<file path="config.mk">
export PLATFORM = sky130hd
export DESIGN_NAME = instr_sequencer
export DESIGN_NICKNAME = d
export VERILOG_FILES = /design/src/rtl/instr_sequencer_pkg.sv /design/src/rtl/instr_sequencer_step_counter.sv /design/src/rtl/instr_sequencer.sv
export SDC_FILE = /design/constraint.sdc
export NUM_CORES = 1
export LEC_CHECK = 0
export BUFFER_PORTS_ARGS = -buffer_cell sky130_fd_sc_hd__buf_2
export CAP_MARGIN = 20
export CORE_AREA = 2 2 44 46
export DETAILED_ROUTE_END_ITERATION = 10
export DIE_AREA = 0 0 46 48
export GPL_ROUTABILITY_DRIVEN = 0
export PLACE_DENSITY = 0.77
export RECOVER_POWER = 25
export SLEW_MARGIN = 20
export SYNTH_ARGS = -nofsm -noshare
export SYNTH_HDL_FRONTEND = slang
export SYNTH_SLANG_ARGS = --single-unit
</file>
<file path="constraint.sdc">
create_clock -name clk -period 3.5 [get_ports clk]
set_input_delay 0.7 -clock clk [delete_from_list [all_inputs] [get_ports clk]]
set_output_delay 0.7 -clock clk [all_outputs]
set_load 0.02 [all_outputs]
</file>
<file path="src/rtl/instr_sequencer_pkg.sv">
// Shared field layout of the 9-bit control-unit input word {opcode, step, carry, zero}.
// Optional feature macro used by this block: SEQ_EARLY_END_EN.
package instr_sequencer_pkg;

  localparam int INSTIN_W  = 9;
  localparam int OPC_W     = 4;
  localparam int STEP_W    = 3;
  localparam int OPC_LSB   = 5;
  localparam int STEP_LSB  = 2;
  localparam int CARRY_BIT = 1;
  localparam int ZERO_BIT  = 0;

  function automatic logic [INSTIN_W-1:0] pack_instin(
    input logic [OPC_W-1:0]  opc,
    input logic [STEP_W-1:0] stp,
    input logic              carry,
    input logic              zero
  );
    logic [INSTIN_W-1:0] w;
    w = {INSTIN_W{1'b0}};
    w[OPC_LSB +: OPC_W]   = opc;
    w[STEP_LSB +: STEP_W] = stp;
    w[CARRY_BIT]          = carry;
    w[ZERO_BIT]           = zero;
    return w;
  endfunction

endpackage

</file>
<file path="src/rtl/instr_sequencer_step_counter.sv">
// T-step counter: wraps after STEPS-1, freezes while halting/halted.
// With SEQ_EARLY_END_EN defined, an idle control word at step >= 2 ends the instruction early.
module step_counter
  import instr_sequencer_pkg::*;
#(
  parameter int STEPS = 5
) (
  input  logic              clk,
  input  logic              clr_n,
  input  logic              freeze_i,
  input  logic              cw_idle_i,
  output logic [STEP_W-1:0] step_o
);

  localparam logic [STEP_W-1:0] STEP_LAST = STEP_W'(STEPS - 1);

  logic [STEP_W-1:0] step_q;
  logic [STEP_W-1:0] step_d;
  logic              early_end_s;

`ifdef SEQ_EARLY_END_EN
  assign early_end_s = cw_idle_i && (step_q >= 3'd2);
`else
  assign early_end_s = cw_idle_i & 1'b0;
`endif

  // Next-step selection: freeze has priority, then early end, then wrap.
  always_comb begin
    step_d = step_q;
    if (freeze_i) begin
      step_d = step_q;
    end else if (early_end_s) begin
      step_d = 3'd0;
    end else if (step_q == STEP_LAST) begin
      step_d = 3'd0;
    end else begin
      step_d = step_q + 3'd1;
    end
  end

  // Step register.
  always_ff @(posedge clk or negedge clr_n) begin
    if (!clr_n) begin
      step_q <= 3'd0;
    end else begin
      step_q <= step_d;
    end
  end

  assign step_o = step_q;

endmodule

</file>
<file path="src/rtl/instr_sequencer.sv">
// Instruction register, flags and halt state feeding the control unit; all instin fields registered.
// Optional feature macro: SEQ_EARLY_END_EN (early instruction end on idle control word).
module instr_sequencer
  import instr_sequencer_pkg::*;
#(
  parameter int STEPS = 5
) (
  input  logic                clk,
  input  logic                clr_n,
  input  logic [7:0]          bus_in,
  input  logic                inregwa,
  input  logic                inregoa,
  input  logic                flagsin,
  input  logic                carry_in,
  input  logic                zero_in,
  input  logic                hlt,
  input  logic                cw_idle,
  output logic [INSTIN_W-1:0] instin,
  output logic [7:0]          opr_out,
  output logic                opr_oe,
  output logic [STEP_W-1:0]   step,
  output logic                halted
);

  logic [7:0]        ir_q, ir_d;
  logic              carry_q, carry_d;
  logic              zero_q, zero_d;
  logic              halted_q, halted_d;
  logic              load_ok_s;
  logic [STEP_W-1:0] step_s;

  // A halt request at the same edge blocks any load.
  assign load_ok_s = !halted_q && !hlt;

  step_counter #(.STEPS(STEPS)) u_step_counter (
    .clk       (clk),
    .clr_n     (clr_n),
    .freeze_i  (halted_q | hlt),
    .cw_idle_i (cw_idle),
    .step_o    (step_s)
  );

  // Next-state for instruction register, flags and sticky halt.
  always_comb begin
    ir_d     = ir_q;
    carry_d  = carry_q;
    zero_d   = zero_q;
    halted_d = halted_q | hlt;
    if (load_ok_s && inregwa) begin
      ir_d = bus_in;
    end else begin
      ir_d = ir_q;
    end
    if (load_ok_s && flagsin) begin
      carry_d = carry_in;
      zero_d  = zero_in;
    end else begin
      carry_d = carry_q;
      zero_d  = zero_q;
    end
  end

  // State registers.
  always_ff @(posedge clk or negedge clr_n) begin
    if (!clr_n) begin
      ir_q     <= 8'h00;
      carry_q  <= 1'b0;
      zero_q   <= 1'b0;
      halted_q <= 1'b0;
    end else begin
      ir_q     <= ir_d;
      carry_q  <= carry_d;
      zero_q   <= zero_d;
      halted_q <= halted_d;
    end
  end

  assign instin  = pack_instin(ir_q[7:4], step_s, carry_q, zero_q);
  assign step    = step_s;
  assign halted  = halted_q;
  assign opr_oe  = inregoa & ~halted_q;
  assign opr_out = opr_oe ? {4'h0, ir_q[3:0]} : 8'h00;

endmodule

</file>
==> results.sh <==
export IMPL_ff2ff_path_depth=3
export IMPL_critical_path_endpoint="opr_out[2]"
export IMPL_drt_vias_per_instance=4.61
export IMPL_synth_common_cells="14 x dfrtp_1, 13 x buf_4, 8 x mux2_4"
export IMPL_antenna_cells=0
export IMPL_drv_cap=0
export IMPL_yosysUniqueCellTypes=17
export IMPL_die_area_um2=2210
export IMPL_antenna_left=0
export IMPL_start_kind="input port"
export IMPL_synth_top_family_by_area="multiplexers"
export IMPL_p_switching_mw=0.0896
export IMPL_clk_latency_ns=0.27
export IMPL_path_common_cell="buf_2"
export IMPL_skew_ns=0.000346
export IMPL_grt_pass1_wl_um=1570
export IMPL_syn_cell_area_um2=737
export IMPL_synth_edff_count=0
export IMPL_yosysMostFrequentCell="dfrtp_1"
export IMPL_post_place_ws_ns=1.50
export IMPL_fin_cells=101
export IMPL_post_cts_setup_buffers=0
export IMPL_numCtsBuffers=3
export IMPL_rsz0062_at_grt="false"
export IMPL_hp_class="in2async"
export IMPL_clk_pin_slew_ns=0.08
export IMPL_synthFlopType="dfrtp_1"
export IMPL_clock_path_buffers=2
export IMPL_r2r_end="ir_q[1]"
export IMPL_synthAdderAreaFrac_pct=3.40
export IMPL_drv_slew=0
export IMPL_ys_top_cells_by_area="dfrtp_1 48%, mux2_4 16%, buf_4 13%, mux2_2 4.6%, and2_1 3.4%"
export IMPL_drc=0
export IMPL_setup_tns_ns=0
export IMPL_seq_power_share_pct=54.7
export IMPL_internal_power_mw=0.245
export IMPL_yosysSeqAreaShare_pct=47.5
export IMPL_finalSetupViolCount=0
export IMPL_critPathArrivalTime_ns=1.29
export IMPL_final_setup_worst_slack_ns=1.51
export IMPL_num_vias=466
export IMPL_core_um2=1690
export IMPL_path_depth=4
export IMPL_track_usage_pct=11.1
export IMPL_die_w_um=46
export IMPL_initial_utilization_pct=43.6
export IMPL_synth_compound_area_share_pct=3.23
export IMPL_nNetsFinal=105
export IMPL_hpwl_um=937
export IMPL_slowest_stage="and2b_2"
export IMPL_fin_crit_ns=1.99
export IMPL_clock_power_share_pct=25.5
export IMPL_vdd_ir_drop_max_mv=0.172
export IMPL_muxShareOfSynthArea_pct=20.9
export IMPL_worst_setup_path_end_kind="output port"
export IMPL_synth_top_cell_area_share_pct=47.5
export IMPL_wl_per_cell_um=11.5
export IMPL_rr_startpoint="halted"
export IMPL_clock_fmax_mhz=502
export IMPL_period_share_pct=56.9
export IMPL_critPathMaxStageDelay_ns=0.20
export IMPL_crit_fanout=5
export IMPL_fillers=165
export IMPL_synth_cells=59
export IMPL_clkSinkCount=14
export IMPL_io_pins=39
export IMPL_routed_wl_um=1160
export IMPL_synth_seq_cells=14
export IMPL_postCtsResizedCells=0
export IMPL_synth_simple_area_share_pct=8.15
export IMPL_row_count=15
export IMPL_postLayoutCellArea_um2=847
export IMPL_place_area_um2=826
export IMPL_io_buffers=33
export IMPL_syn_avg_cell_area_um2=12.5
export IMPL_overflow=0
export IMPL_synth_xor_area_share_pct=0
export IMPL_critPathKind="in2out"
export IMPL_p_leak_nw=0.475
export IMPL_grt_max_degree=15
export IMPL_dr_pass1_iters=3
export IMPL_antenna_found_initial=0
export IMPL_critPathLaunch="inregoa"
export IMPL_status="finished clean"
export IMPL_yosysWarningCount=0
export IMPL_swShare_pct=26.8
export IMPL_cpLargestDelayFamily="simple AND/OR/NAND/NOR gates"
export IMPL_yosys_area_top_type="dfrtp_1"
export IMPL_power_density_nw_per_um2=395
export IMPL_r2r_slack_ns=2.23
export IMPL_hold_viol_final=0
export IMPL_die_y_um=48
export IMPL_ctsHoldBuffers=0
export IMPL_drtIter0Drc=2
export IMPL_drive_gt1_share_pct=58.3
export IMPL_cp_buffers_inverters=2
export IMPL_synthArstFlopShare_pct=100
export IMPL_grt_pass1_vias=395
export IMPL_htreeDepth=1
export IMPL_area_growth_syn_to_layout_pct=14.9
export IMPL_maxSlewHeadroom_pct=54.0
export IMPL_clock_root_buffer="clkbuf_4"
export IMPL_worst_pin_slew_ns=0.690
export IMPL_placed_cells=98
export IMPL_cts_tree="yes"
export IMPL_comb_power_share_pct=19.8
export IMPL_crit_chain="buf_2 > and2b_2 > and2_1 > buf_2"
export IMPL_required_ns=2.80
cells in the final DEF, fill, tap and decap left out, types with 2 or more instances in the layout:
master	count
dfrtp_1	14
nand2_1	2
ha_1	2
mux2_2	3
mux2_4	8
inv_1	3
and2_1	4
clkbuf_4	3
o21ai_0	2
buf_2	32
conb_1	4
power by group through the flow:
stage / logic, mW / registers, mW / clock network, mW
floorplan: 0.0542 / 0.188 / 0
global placement: 0.0658 / 0.185 / 0
detailed placement: 0.0677 / 0.186 / 0
CTS: 0.0677 / 0.183 / 0.0891
global route: 0.0719 / 0.185 / 0.0959
finish: 0.0663 / 0.183 / 0.0852
worst reg2reg max path, stage by stage (launching register included):
cell and delay, ns:
dfrtp_1 0.40, nor2_2 0.17, and2_4 0.27, mux2_4 0.33
layer usage:
metal  up-vias  GRT usage (%)  share of wire (%)
met3         2           2.26                7.9
met5         -              0                  0
met1       212           11.0                 40
met4         0           10.3                1.6
met2        27           19.4                 51
li1        225              -                  -
sequential cells by signal, summed over array words and instances, names as in the netlist:
name                   flops
halted                     1
u_step_counter.step_o      3
zero_q                     1
carry_q                    1
ir_q                       8
kinds of logic (layout without fill, tap and decap cells):
kind of cell,count (synthesis),after routing
other,1,4
buffers and inverters,17,39
DFF,14,14
adders and majority gates,2,2
AOI/OAI and AO/OA,4,4
and+or+nand+nor,10,10
muxes,11,11
metrics by stage:
stage | utilization, % | power [mW] | hold slack (ns)
after global routing | 50.1 | 0.353 | 0.497
final | 50.1 | 0.335 | 0.443
after CTS | 50.2 | 0.340 | 0.310
after floorplan | - | 0.242 | 0.404
after detailed placement | 48.9 | 0.254 | 0.486
after global placement | 48.9 | 0.251 | 0.483
cell type report:
type                       count  area [um2]  area share, %
inverter                       3        11.3           1.33
multi-input combinational     31         278           32.8
timing repair buffer          33         164           19.4
tap                           17        21.3           2.51
sequential                    14         350           41.4
clock buffer                   3        22.5           2.66
worst min path at each step:
stage	cells after the start	slack (ns)	to
CTS	1	0.31	ir_q[7]
global placement	1	0.48	ir_q[1]
global route	1	0.50	u_step_counter.step_o[1]
finish	1	0.44	u_step_counter.step_o[1]
detailed placement	1	0.49	ir_q[0]
floorplan	0	0.40	carry_q
Power figures use the tool's default switching activity.
